==> src/rtl/act_pkg.sv <==
// Shared types and constants for the activation post-processing stage.
package act_pkg;

   typedef enum logic [2:0] {
      IDLE,
      RD_REQ,
      RD_DATA,
      WR_REQ,
      DONE
   } state_t;

   localparam logic [3:0] REG_CTRL = 4'd0;
   localparam logic [3:0] REG_SRC  = 4'd1;
   localparam logic [3:0] REG_DST  = 4'd2;
   localparam logic [3:0] REG_BIAS = 4'd3;
   localparam logic [3:0] REG_LEN  = 4'd4;
   localparam logic [3:0] REG_CFG  = 4'd5;

   localparam logic [31:0] Q_MAX = 32'h7FFF_FFFF;
   localparam logic [31:0] Q_MIN = 32'h8000_0000;

endpackage

==> src/rtl/act_if.sv <==
// Avalon-MM links: CPU configuration port and memory data port.
interface act_csr_if #(parameter int DATA_W = 32);
   logic              waitrequest;
   logic [3:0]        address;
   logic              read;
   logic [DATA_W-1:0] readdata;
   logic              write;
   logic [DATA_W-1:0] writedata;

   modport master (input waitrequest, readdata, output address, read, write, writedata);
   modport slave  (output waitrequest, readdata, input address, read, write, writedata);
endinterface

interface act_mem_if #(parameter int ADDR_W = 32, parameter int DATA_W = 32);
   logic              waitrequest;
   logic [ADDR_W-1:0] address;
   logic              read;
   logic [DATA_W-1:0] readdata;
   logic              readdatavalid;
   logic              write;
   logic [DATA_W-1:0] writedata;

   modport master (input waitrequest, readdata, readdatavalid,
                   output address, read, write, writedata);
   modport slave  (output waitrequest, readdata, readdatavalid,
                   input address, read, write, writedata);
endinterface

==> src/rtl/act_bias_relu.sv <==
// Q16.16 bias add with saturation and optional ReLU; purely combinational.
module act_bias_relu
   import act_pkg::*;
(
   input  logic [31:0] x,
   input  logic [31:0] bias,
   input  logic        relu_en,
   output logic [31:0] y,
   output logic        clipped
);

   logic [32:0] sum;
   logic [31:0] sat;
   logic        ovf;

   always_comb begin
      sum = {x[31], x} + {bias[31], bias};
      // the two top bits of the sign-extended sum disagree only on overflow
      ovf = sum[32] ^ sum[31];
      if (ovf) sat = sum[32] ? Q_MIN : Q_MAX;
      else     sat = sum[31:0];
      y       = sat;
      clipped = ovf;
      if (relu_en && sat[31]) begin
         y       = '0;
         clipped = 1'b1;
      end
   end

endmodule

==> src/rtl/act_accelerator.sv <==
// Reads a Q16.16 array, adds bias, optional ReLU, writes results; CPU-configured.
module act_accelerator
   import act_pkg::*;
#(
   parameter int ADDR_W = 32,
   parameter int DATA_W = 32
) (
   input logic       clk,
   input logic       rst_n,
   act_csr_if.slave  csr,
   act_mem_if.master mem
);

   // state   | meaning
   // IDLE    | after reset, waiting for start
   // RD_REQ  | read command held until accepted
   // RD_DATA | waiting for readdatavalid, result registered
   // WR_REQ  | write command held until accepted
   // DONE    | job finished, clip count readable

   state_t            state;
   logic [ADDR_W-1:0] cfg_src, cfg_dst, src_w, dst_w;
   logic [DATA_W-1:0] cfg_bias, cfg_len, bias_w, len_w;
   logic              cfg_relu, relu_w;
   logic [DATA_W-1:0] idx, idx_nxt, clip_cnt;
   logic [ADDR_W-1:0] elem_off, nxt_off;
   logic              csr_wr, csr_rd, start;
   logic [DATA_W-1:0] y;
   logic              clipped;

   assign csr_wr   = csr.write && !csr.waitrequest;
   assign csr_rd   = csr.read  && !csr.waitrequest;
   assign start    = csr_wr && (csr.address == REG_CTRL);
   assign idx_nxt  = idx + DATA_W'(1);
   assign elem_off = ADDR_W'(idx) << 2;
   assign nxt_off  = ADDR_W'(idx_nxt) << 2;

   act_bias_relu u_bias_relu (
      .x       (mem.readdata),
      .bias    (bias_w),
      .relu_en (relu_w),
      .y       (y),
      .clipped (clipped)
   );

   always_ff @(posedge clk or negedge rst_n) begin
      if (!rst_n) begin
         cfg_src  <= '0;
         cfg_dst  <= '0;
         cfg_bias <= '0;
         cfg_len  <= '0;
         cfg_relu <= 1'b0;
      end else if (csr_wr) begin
         case (csr.address)
            REG_SRC:  cfg_src  <= csr.writedata[ADDR_W-1:0];
            REG_DST:  cfg_dst  <= csr.writedata[ADDR_W-1:0];
            REG_BIAS: cfg_bias <= csr.writedata;
            REG_LEN:  cfg_len  <= csr.writedata;
            REG_CFG:  cfg_relu <= csr.writedata[0];
            default: ;
         endcase
      end
   end

   always_ff @(posedge clk or negedge rst_n) begin
      if (!rst_n) begin
         csr.readdata <= '0;
      end else if (csr_rd) begin
         case (csr.address)
            REG_CTRL: csr.readdata <= clip_cnt;
            REG_SRC:  csr.readdata <= DATA_W'(cfg_src);
            REG_DST:  csr.readdata <= DATA_W'(cfg_dst);
            REG_BIAS: csr.readdata <= cfg_bias;
            REG_LEN:  csr.readdata <= cfg_len;
            REG_CFG:  csr.readdata <= DATA_W'(cfg_relu);
            default:  csr.readdata <= '0;
         endcase
      end
   end

   always_ff @(posedge clk or negedge rst_n) begin
      if (!rst_n) begin
         state           <= IDLE;
         csr.waitrequest <= 1'b1;
         mem.read        <= 1'b0;
         mem.write       <= 1'b0;
         mem.address     <= '0;
         mem.writedata   <= '0;
         src_w           <= '0;
         dst_w           <= '0;
         bias_w          <= '0;
         len_w           <= '0;
         relu_w          <= 1'b0;
         idx             <= '0;
         clip_cnt        <= '0;
      end else begin
         case (state)
            IDLE, DONE: begin
               csr.waitrequest <= 1'b0;
               if (start) begin
                  src_w    <= cfg_src;
                  dst_w    <= cfg_dst;
                  bias_w   <= cfg_bias;
                  len_w    <= cfg_len;
                  relu_w   <= cfg_relu;
                  idx      <= '0;
                  clip_cnt <= '0;
                  if (cfg_len == '0) begin
                     state <= DONE;
                  end else begin
                     state           <= RD_REQ;
                     csr.waitrequest <= 1'b1;
                     mem.read        <= 1'b1;
                     mem.address     <= cfg_src;
                  end
               end
            end
            RD_REQ: begin
               if (!mem.waitrequest) begin
                  mem.read <= 1'b0;
                  state    <= RD_DATA;
               end
            end
            RD_DATA: begin
               if (mem.readdatavalid) begin
                  mem.writedata <= y;
                  clip_cnt      <= clip_cnt + DATA_W'(clipped);
                  mem.write     <= 1'b1;
                  mem.address   <= dst_w + elem_off;
                  state         <= WR_REQ;
               end
            end
            WR_REQ: begin
               if (!mem.waitrequest) begin
                  mem.write <= 1'b0;
                  idx       <= idx_nxt;
                  if (idx_nxt == len_w) begin
                     state           <= DONE;
                     csr.waitrequest <= 1'b0;
                  end else begin
                     state       <= RD_REQ;
                     mem.read    <= 1'b1;
                     mem.address <= src_w + nxt_off;
                  end
               end
            end
            default: state <= IDLE;
         endcase
      end
   end

endmodule

==> src/flat_wrapper.sv <==
// flat-port wrapper written by rule: the top's interface ports become plain ports
module act_accelerator_flat import act_pkg::*;
#(
   parameter int ADDR_W = 32,
   parameter int DATA_W = 32
)
  (clk, rst_n, csr_waitrequest, csr_readdata, csr_address, csr_read, csr_write, csr_writedata, mem_waitrequest, mem_readdata, mem_readdatavalid, mem_address, mem_read, mem_write, mem_writedata);
  act_csr_if #(.DATA_W(DATA_W)) csr_i ();
  act_mem_if #(.ADDR_W(ADDR_W), .DATA_W(DATA_W)) mem_i ();
  input logic clk;
  input logic rst_n;
  output wire logic [$bits(csr_i.waitrequest)-1:0] csr_waitrequest;
  output wire logic [$bits(csr_i.readdata)-1:0] csr_readdata;
  input wire logic [$bits(csr_i.address)-1:0] csr_address;
  input wire logic [$bits(csr_i.read)-1:0] csr_read;
  input wire logic [$bits(csr_i.write)-1:0] csr_write;
  input wire logic [$bits(csr_i.writedata)-1:0] csr_writedata;
  input wire logic [$bits(mem_i.waitrequest)-1:0] mem_waitrequest;
  input wire logic [$bits(mem_i.readdata)-1:0] mem_readdata;
  input wire logic [$bits(mem_i.readdatavalid)-1:0] mem_readdatavalid;
  output wire logic [$bits(mem_i.address)-1:0] mem_address;
  output wire logic [$bits(mem_i.read)-1:0] mem_read;
  output wire logic [$bits(mem_i.write)-1:0] mem_write;
  output wire logic [$bits(mem_i.writedata)-1:0] mem_writedata;
  assign csr_waitrequest = csr_i.waitrequest;
  assign csr_readdata = csr_i.readdata;
  assign csr_i.address = csr_address;
  assign csr_i.read = csr_read;
  assign csr_i.write = csr_write;
  assign csr_i.writedata = csr_writedata;
  assign mem_i.waitrequest = mem_waitrequest;
  assign mem_i.readdata = mem_readdata;
  assign mem_i.readdatavalid = mem_readdatavalid;
  assign mem_address = mem_i.address;
  assign mem_read = mem_i.read;
  assign mem_write = mem_i.write;
  assign mem_writedata = mem_i.writedata;
  act_accelerator #(.ADDR_W(ADDR_W), .DATA_W(DATA_W)) u_core (.clk(clk), .rst_n(rst_n), .csr(csr_i), .mem(mem_i));
endmodule
==> config.mk <==
export PLATFORM = sky130hd
export DESIGN_NAME = act_accelerator_flat
export DESIGN_NICKNAME = d
export VERILOG_FILES = /design/src/rtl/act_pkg.sv /design/src/rtl/act_if.sv /design/src/rtl/act_bias_relu.sv /design/src/rtl/act_accelerator.sv /design/src/flat_wrapper.sv
export SDC_FILE = /design/constraint.sdc
export NUM_CORES = 1
export LEC_CHECK = 0
export ABC_AREA = 1
export CORE_AREA = 5 5 296 298
export CTS_BUF_LIST = sky130_fd_sc_hd__clkbuf_2 sky130_fd_sc_hd__clkbuf_4 sky130_fd_sc_hd__clkbuf_8
export DETAILED_ROUTE_END_ITERATION = 12
export DIE_AREA = 0 0 301 303
export PLACE_DENSITY = 0.54
export REMOVE_ABC_BUFFERS = 1
export SLEW_MARGIN = 40
export SYNTH_ARGS = -nofsm -noshare
export SYNTH_HDL_FRONTEND = slang
export SYNTH_SLANG_ARGS = --single-unit
==> constraint.sdc <==
create_clock -name clk -period 3.85 [get_ports clk]
set_input_delay 0.77 -clock clk [delete_from_list [all_inputs] [get_ports clk]]
set_output_delay 0.77 -clock clk [all_outputs]
set_load 0.01 [all_outputs]
==> results.md, run 1 <==
- Total number of vias: 24.9k
- ANT nets after route: 0
- Type of origin of the critical path: flip-flop
- Grt ovf: 0
- Seq/Total Area, Yosys: 42.1%
- Syn Area/Cell: ~7.4 µm²
- Filler cells: 9028
- Layout net count: between 3k and 4k
- Largest net degree at the start of global routing: 107
- Synth Flop Type: dfrtp_1
- Routed Wire Length: approximately 100000 µm
- Post-synth cell types: 50
- Max frequency: 0.275 GHz
- Post-Syn Area: 25200 µm²
- DRT iter0 DRCs: approximately 2.3k
- Critical-path cell list: ha_1 -> nand2_2 -> nor2_4 -> buf_4 -> nand4_1 -> nand2_1 -> inv_1 -> ha_1 -> nand2_1 -> buf_4 -> o21ai_0 -> a21oi_1 -> o21ai_1 -> a21oi_1 -> or2_2 -> nand3_1 -> nand3_1 -> nand3_1 -> nand2_1
- Post-Synth XOR/XNOR Area: ~1.7%
- RePlAce Congestion: 0.938
- Most frequent cells in the layout: 966 x nand2_1, 414 x dfrtp_1, 396 x o21ai_0
- Status: finished clean
- Total Power: 18.6 mW
- Crit path max fanout: 6
- Slowest library cell on the worst path: dfrtp_2
- Global-route wire length before repair: 151000 µm
- CORE AREA: 84600 µm²
- Ports: ~170
- Clock Pin Slew Worst Setup and Hold Paths: roughly 0.06 ns
- Mux cell area share after synthesis: less than 1%
- DP Wirelength: 80400 µm
- Final Hold Viols: 0
- Max_cap viols: 0
- DRC viols: 0
- Register area: ~11000 µm²
- CP arrival: 4.19 ns
- Power per cell area: 589 nW/µm²
- Drt wl/cell: 20.4 µm
- Lkg Pwr: 15.1 nW
- Longest Clk Path Bufs: 3
- Unrepaired setup endpoints after global routing: yes
- Clk pwr share: 25.2%
- Area Growth Syn to Fin: 25.6%
- #FFs+latches synth: 424
- EDFF count, synth: 0
- Final Util: 37.4%
- Die Y: slightly above 300 µm
- H-Tree Depth: 3
- Largest family of logic cells by synthesized area: simple AND/OR/NAND/NOR gates
- Max incr delay on CP: 0.42 ns
- Cells after synthesis: 3426
- Compound-Gate Fraction of Synth Area: 16.2%
- Root buffer cell: clkbuf_8
- Crit. End Element: flip-flop
- Row count: 107
- Peak VDD IR: approximately 0.00035 V
- Fraction of layout cells with a size suffix above 1: 12.6%
- Vias per cell: 4.98
- Initial Util: 29.8%
- WP data required: 4.40 ns
- Die area: 91200 µm²
- Multi-input gate area: between 10000 and 15000 µm²
- Max-Slew Margin vs Limit: roughly two fifths
- Clock sink count: 424
- Post-Synth Simple-Gate Area: a little over a quarter
- P_int: 11.2 mW
- Cts bufs inserted: 78
- Initial antenna violation count: 3
- Hold Crit Class: reg2reg
- Seq pwr share: between 30% and 40%
- CTS tree: done
- Most common cell after layout, fill and taps aside: nand2_1
- All-Layer GR Usage: 21.8%
- Area share of fa/ha/maj cells after synthesis: 4.86%
- Kind of critical path: reg2reg
- Net Sw Frac: 40.0%
- Comb pwr share: 38.7%
- Actual slew at the worst max-slew pin: 0.872 ns
- Layout Skew: 0.0359 ns
- Port bufs: roughly 170
- Final max-slew violation count: 0
- Worst-Skew Late Latency: 0.68 ns
- Die X: 301 µm
- Finish-stage setup viols: 0
- Final period utilization: 94.5%
- Async set-reset flop share out of synthesis: 100%
- Final period demand of the worst path: 3.64 ns
- YS warnings: 0
- Pre-Repair DR Iteration Count: 7
- Number of global-route vias before repair: about 24k
- Switching Power: ~7.5 mW
-- area by class of cell --
type	instances	area share [%]
Sequential cell	424	33.6
Clock buffer	126	5.03
Timing Repair Buffer	391	11.2
Tap cell	1144	4.53
Multi-Input combinational cell	2497	40.6
Clock inverter	14	0.320
Antenna cell	1	0.00791
Inverter	393	4.68
-- synth_stat cells, drive strengths merged, types with 17 or more instances --
library cell  count  share of area (%)
nor4             26               0.65
xor2             20               0.70
nor3             39               0.81
o221ai           35                1.2
clkbuf           99                1.5
nand3           219                4.4
nand4            35               0.87
xnor2            25               0.87
dfrtp           423                 42
nor2            263                4.2
nand3b           17               0.51
ha               93                4.6
a21oi           173                3.4
inv             391                5.8
mux2             17               0.76
nand2           990                 15
o21ai           407                8.1
o22ai            52                1.3
-- layer usage --
metal / vias up / share of wire, % / GRT usage [%]
met5: - / 0 / 0
met4: 0 / 3.2 / 6.73
met3: 140 / 6.2 / 3.24
met2: 841 / 43 / 33.3
met1: 11756 / 47 / 32.0
li1: 12113 / - / -
-- critical path, delay by kind of cell (launching register included) --
family                   cells  cell delay (ns)
AND/OR/NAND/NOR             10             1.50
AO/OA/AOI/OAI                4             0.72
adder cells (fa/ha/maj)      2             0.50
flip-flops                   1             0.42
buffers and inverters        3             0.37
-- final timing paths --
kind	start	end	slack, ns	depth (start not counted)
hold reg to reg	u_core.mem.address[21]	u_core.mem.address[21]	0.47	2
setup / recovery	u_core.idx[0]	u_core.mem.address[23]	0.21	19
hold / removal	u_core.mem.address[21]	u_core.mem.address[21]	0.47	2
min in group asynchronous	rst_n	u_core.cfg_src[3]	0.60	2
max in group asynchronous	rst_n	u_core.mem.writedata[9]	2.22	3
setup reg to reg	u_core.idx[0]	u_core.mem.address[23]	0.21	19
-- through the flow --
step           worst slack [ns]  area (µm²)  hold slack, ns  std cells  setup TNS, ns
6_report                  0.211       31600           0.471       4990              0
3_5_place_dp             -0.773       29600           0.460       4837         -17.32
5_1_grt                 -0.0546       31600           0.495       4990         -0.202
4_1_cts                  0.0554       31400           0.474       4978              0
3_3_place_gp             -0.757       29600           0.458       4837         -16.14
2_1_floorplan             -3.09       24700           0.453       3314        -350.90
-- repair_timing --
item,CTS,global route
endpoints found under the setup margin,1,33
hold endpoints to repair,13,0
resized for setup,1,61
hold buffers,1,0
pin swaps,0,9
buffers inserted,0,11
-- power groups by stage --
stage	Clock [mW]	Sequential, mW	Combinational, mW
2_1_floorplan	0	6.48	3.74
3_3_place_gp	0	6.78	7.10
3_5_place_dp	0	6.77	7.12
4_1_cts	4.82	6.72	7.15
5_1_grt	4.99	6.86	8.01
6_report	4.69	6.73	7.21
-- cell families (layout without fill, tap and decap cells) --
| family | after synthesis | count (layout) |
|---|---|---|
| AOI/OAI and AO/OA | 738 | 738 |
| xor gates and xnor gates | 46 | 46 |
| adders and majority gates | 96 | 96 |
| buffers and inverters | 505 | 924 |
| DFF | 424 | 424 |
| muxes | 17 | 17 |
| other | 0 | 1 |
| and+or+nand+nor | 1600 | 1600 |
Power figures use the tool's default switching activity.
==> run 2: changes to the inputs <==
--- a/config.mk
+++ b/config.mk
@@ -5,13 +5,14 @@
 export SDC_FILE = /design/constraint.sdc
 export NUM_CORES = 1
 export LEC_CHECK = 0
-export ABC_AREA = 1
-export CORE_AREA = 5 5 296 298
+export ABC_AREA = 0
+export CORE_AREA = 5 5 225 227
 export CTS_BUF_LIST = sky130_fd_sc_hd__clkbuf_2 sky130_fd_sc_hd__clkbuf_4 sky130_fd_sc_hd__clkbuf_8
 export DETAILED_ROUTE_END_ITERATION = 12
-export DIE_AREA = 0 0 301 303
-export PLACE_DENSITY = 0.54
+export DIE_AREA = 0 0 230 232
+export PLACE_DENSITY = 0.78
 export REMOVE_ABC_BUFFERS = 1
+export SKIP_LAST_GASP = 1
 export SLEW_MARGIN = 40
 export SYNTH_ARGS = -nofsm -noshare
 export SYNTH_HDL_FRONTEND = slang
==> results.md, run 2 <==
- Status: complete, but fails checks
- Failing checks: negative setup slack
- #FFs+latches synth: 424 (unchanged)
- Syn Area/Cell: 9.27 µm² (+26%)
- Fin worst setup slack: -0.540 ns (-0.751 ns)
- Total Power: 19.0 mW (+1.8%)
- Multi-input gate area: 14100 µm² (+9.8%)
- Global-route wire length before repair: 125000 µm (-18%)
- Initial antenna violation count: 2 (-1)
- CORE AREA: 48400 µm² (-43%)
- Async set-reset flop share out of synthesis: 100% (unchanged)
- Layout net count: 3194 (-19%)
- Unrepaired setup endpoints after global routing: yes
- Ports: 173 (unchanged)
- WP data required: 4.39 ns (about the same)
- Synth Flop Type: dfrtp_1
- Kind of critical path: in2reg
- Max-Slew Margin vs Limit: 48.4% (+7.1 points)
- Peak VDD IR: 0.000466 V (+34%)
- DRC viols: 0 (unchanged)
- ANT nets after route: 0 (unchanged)
- Lkg Pwr: 15.4 nW (+1.9%)
- Ranking of synthesized cells by area: dfrtp_1 44%, nand2_1 8.5%, mux2_2 6.2%
- Register area: 10600 µm² (about the same)
- Most frequent cells in the layout: 523 x nand2_1, 416 x dfrtp_1, 291 x buf_4
- Layout Cells excl Fill: 3703 (-26%)
- All-Layer GR Usage: 29.3% (+7.5 points)
- H-Tree Depth: 3 (unchanged)
- YS warnings: 0 (unchanged)
- R2R Setup Slk: -0.47 ns (-0.68 ns)
- Clock sink count: 424 (unchanged)
- Max_cap viols: 0 (unchanged)
- Crit path max fanout: 6 (unchanged)
- Finish-stage setup viols: 30 (+30)
- RePlAce Congestion: 0.967 (+3.1%)
- Post-synth cell types: 83 (+66%)
- Post-Syn Area: 23900 µm² (-5.0%)
- Die Y: 232 µm (-23%)
- Grt ovf: 0 (unchanged)
- Largest net degree at the start of global routing: 140 (+31%)
- Drt wl/cell: 22.2 µm (+8.5%)
- Initial Util: 49.4% (+20 points)
- Worst-Skew Late Latency: 0.67 ns (about the same)
- Placed insts: 3519 (-27%)
- Power per cell area: 594 nW/µm² (+0.87%)
- Count leader, synth: nand2_1
- Crit. End Element: flip-flop
- DRT iter0 DRCs: 2394 (+6.3%)
- Filler cells: 3759 (-58%)
- Clock Pin Slew Worst Setup and Hold Paths: 0.06 ns (about the same)
- Final max-slew violation count: 0 (unchanged)
- Die area: 53400 µm² (-41%)
- Vias per cell: 6.12 (+23%)
- Final Hold Viols: 0 (unchanged)
- Root buffer cell: clkbuf_8
- Final period utilization: 114% (+20 points)
- Fraction of layout cells with a size suffix above 1: 27.1% (+14 points)
- Max frequency: 0.228 GHz (-17%)
- Cts bufs inserted: 74 (-5.1%)
- Number of global-route vias before repair: 22.2k (-5.5%)
- Pre-Repair DR Iteration Count: 6 (-1)
- Routed Wire Length: 82200 µm (-19%)
- Layout Skew: 0.0355 ns (-0.000373 ns)
- Share of Yosys cell area claimed by the top area cell type: 44.2% (+2.2 points)
- DP Wirelength: 56500 µm (-30%)
- Synth top cells by count: 543 x nand2_1, 423 x dfrtp_1, 163 x nor2_1
- Longest Clk Path Bufs: 3 (unchanged)
- Area Growth Syn to Fin: 33.4%
- Type of origin of the critical path: input pin
- CP arrival: 4.93 ns (+0.74 ns)
- Total number of vias: 22.7k (-8.8%)
- Synth area leader: dfrtp_1
- CTS tree: done
- Seq/Total Area, Yosys: 44.4% (+2.2 points)
- Actual slew at the worst max-slew pin: 0.774 ns (-0.0980 ns)
- Row count: 81 (-24%)
- Die X: 230 µm (-24%)
- Hold Crit Class: in2async
- Port bufs: 172 (unchanged)
- Final period demand of the worst path: 4.39 ns (+0.751 ns)
- Cells after synthesis: 2580 (-25%)
- Most common cell after layout, fill and taps aside: nand2_1
- EDFF count, synth: 0 (unchanged)
-- run 2: changes by cell type in the layout (fill, tap and decap cells not counted), moves of 33 or more --
| cell | before | now |
|---|---|---|
| o221ai_1 | 35 | 2 |
| nand2_1 | 966 | 523 |
| o21ai_0 | 396 | 133 |
| nor2_1 | 240 | 157 |
| a22oi_1 | 3 | 36 |
| a21o_1 | 13 | 74 |
| inv_1 | 379 | 30 |
| a21oi_1 | 164 | 121 |
| o22ai_1 | 52 | 5 |
| buf_4 | 204 | 291 |
| xor2_1 | 20 | 67 |
| mux2_2 | 17 | 130 |
| nand3_1 | 211 | 33 |
-- run 2: power by group --
group | total [mW] | leakage, nW | internal (mW) | switching [mW]
clock network | 4.50 | 0.846 | 2.53 | 1.97
registers | 6.90 | 5.53 | 5.61 | 1.29
logic | 7.56 | 8.98 | 3.65 | 3.91
total | 19.0 | 15.4 | 11.8 | 7.16
-- run 2: through the flow --
stage	util (%)	TNS (ns)	area (µm²)	worst slack, ns	hold WS, ns
2_1_floorplan	-	-1875.47	23300	-10.23	0.445
3_3_place_gp	58.3	-55.48	28200	-1.59	0.457
3_5_place_dp	58.3	-64.22	28200	-1.78	0.463
4_1_cts	63.4	-10.17	30700	-0.723	0.133
5_1_grt	65.9	-15.63	31900	-0.764	0.162
6_report	65.9	-8.36	31900	-0.540	0.138
-- run 2: worst max-delay path: stages --
cell	delay [ns]
clkdlybuf4s50_1	0.42
ha_1	0.32
buf_4	0.16
nand2_1	0.07
nand2_1	0.07
a31oi_2	0.25
a31o_4	0.21
o211ai_1	0.14
a311oi_2	0.47
xnor2_2	0.21
mux2i_4	0.30
ha_2	0.23
nand2_2	0.07
nor3_4	0.14
and2_4	0.17
nor2b_4	0.17
nand2b_4	0.08
nor3b_4	0.22
buf_6	0.16
nand4_1	0.11
xor2_1	0.14
nor2_1	0.05
-- run 2: worst paths after layout --
kind,startpoint,to,cells past startpoint
setup / recovery,mem_readdata[6],u_core.clip_cnt[27],22
hold / removal,rst_n,u_core.mem.address[19],1
setup reg to reg,u_core.bias_w[1],u_core.clip_cnt[27],21
hold reg to reg,u_core.csr.readdata[29],u_core.csr.readdata[29],1
max in group asynchronous,rst_n,u_core.csr.waitrequest,2
min in group clk,u_core.csr.readdata[29],u_core.csr.readdata[29],1
-- run 2: layout make-up --
cell class,instances,share of cell area [%]
diodes,2,0.0157
clock buffers,114,4.50
clock inverters,17,0.557
inverters,30,0.353
multi-input cells,1980,44.2
flip-flops and latches,424,33.3
well taps,622,2.44
repair buffers,514,14.6
-- run 2: layer usage --
| metal | track usage [%] | vias to the layer above | share of wire (%) |
|---|---|---|---|
| li1 | - | 10055 | - |
| met2 | 46.3 | 1087 | 46 |
| met3 | 6.44 | 219 | 8.6 |
| met5 | 0 | - | 0 |
| met4 | 12.8 | 0 | 4.9 |
| met1 | 39.0 | 11310 | 40 |
-- run 2: repair_timing --
item	CTS	global route
cloned	2	2
pin swaps	53	101
resized for setup	122	204
hold buffers	0	0
endpoints found under the setup margin	65	65
setup buffers	28	29
-- run 2: cells by family (layout without fill, tap and decap cells) --
kind of cell               after synthesis  count (layout)  synth area share (%)
AOI/OAI and AO/OA                      618             618                  16.9
other                                    0               2                     0
muxes                                  151             151                  7.02
adders and majority gates               96              96                  5.12
buffers and inverters                  176             675                  2.93
xor gates and xnor gates               152             152                  5.74
DFF                                    424             424                  44.4
and+or+nand+nor                        963             963                  18.0
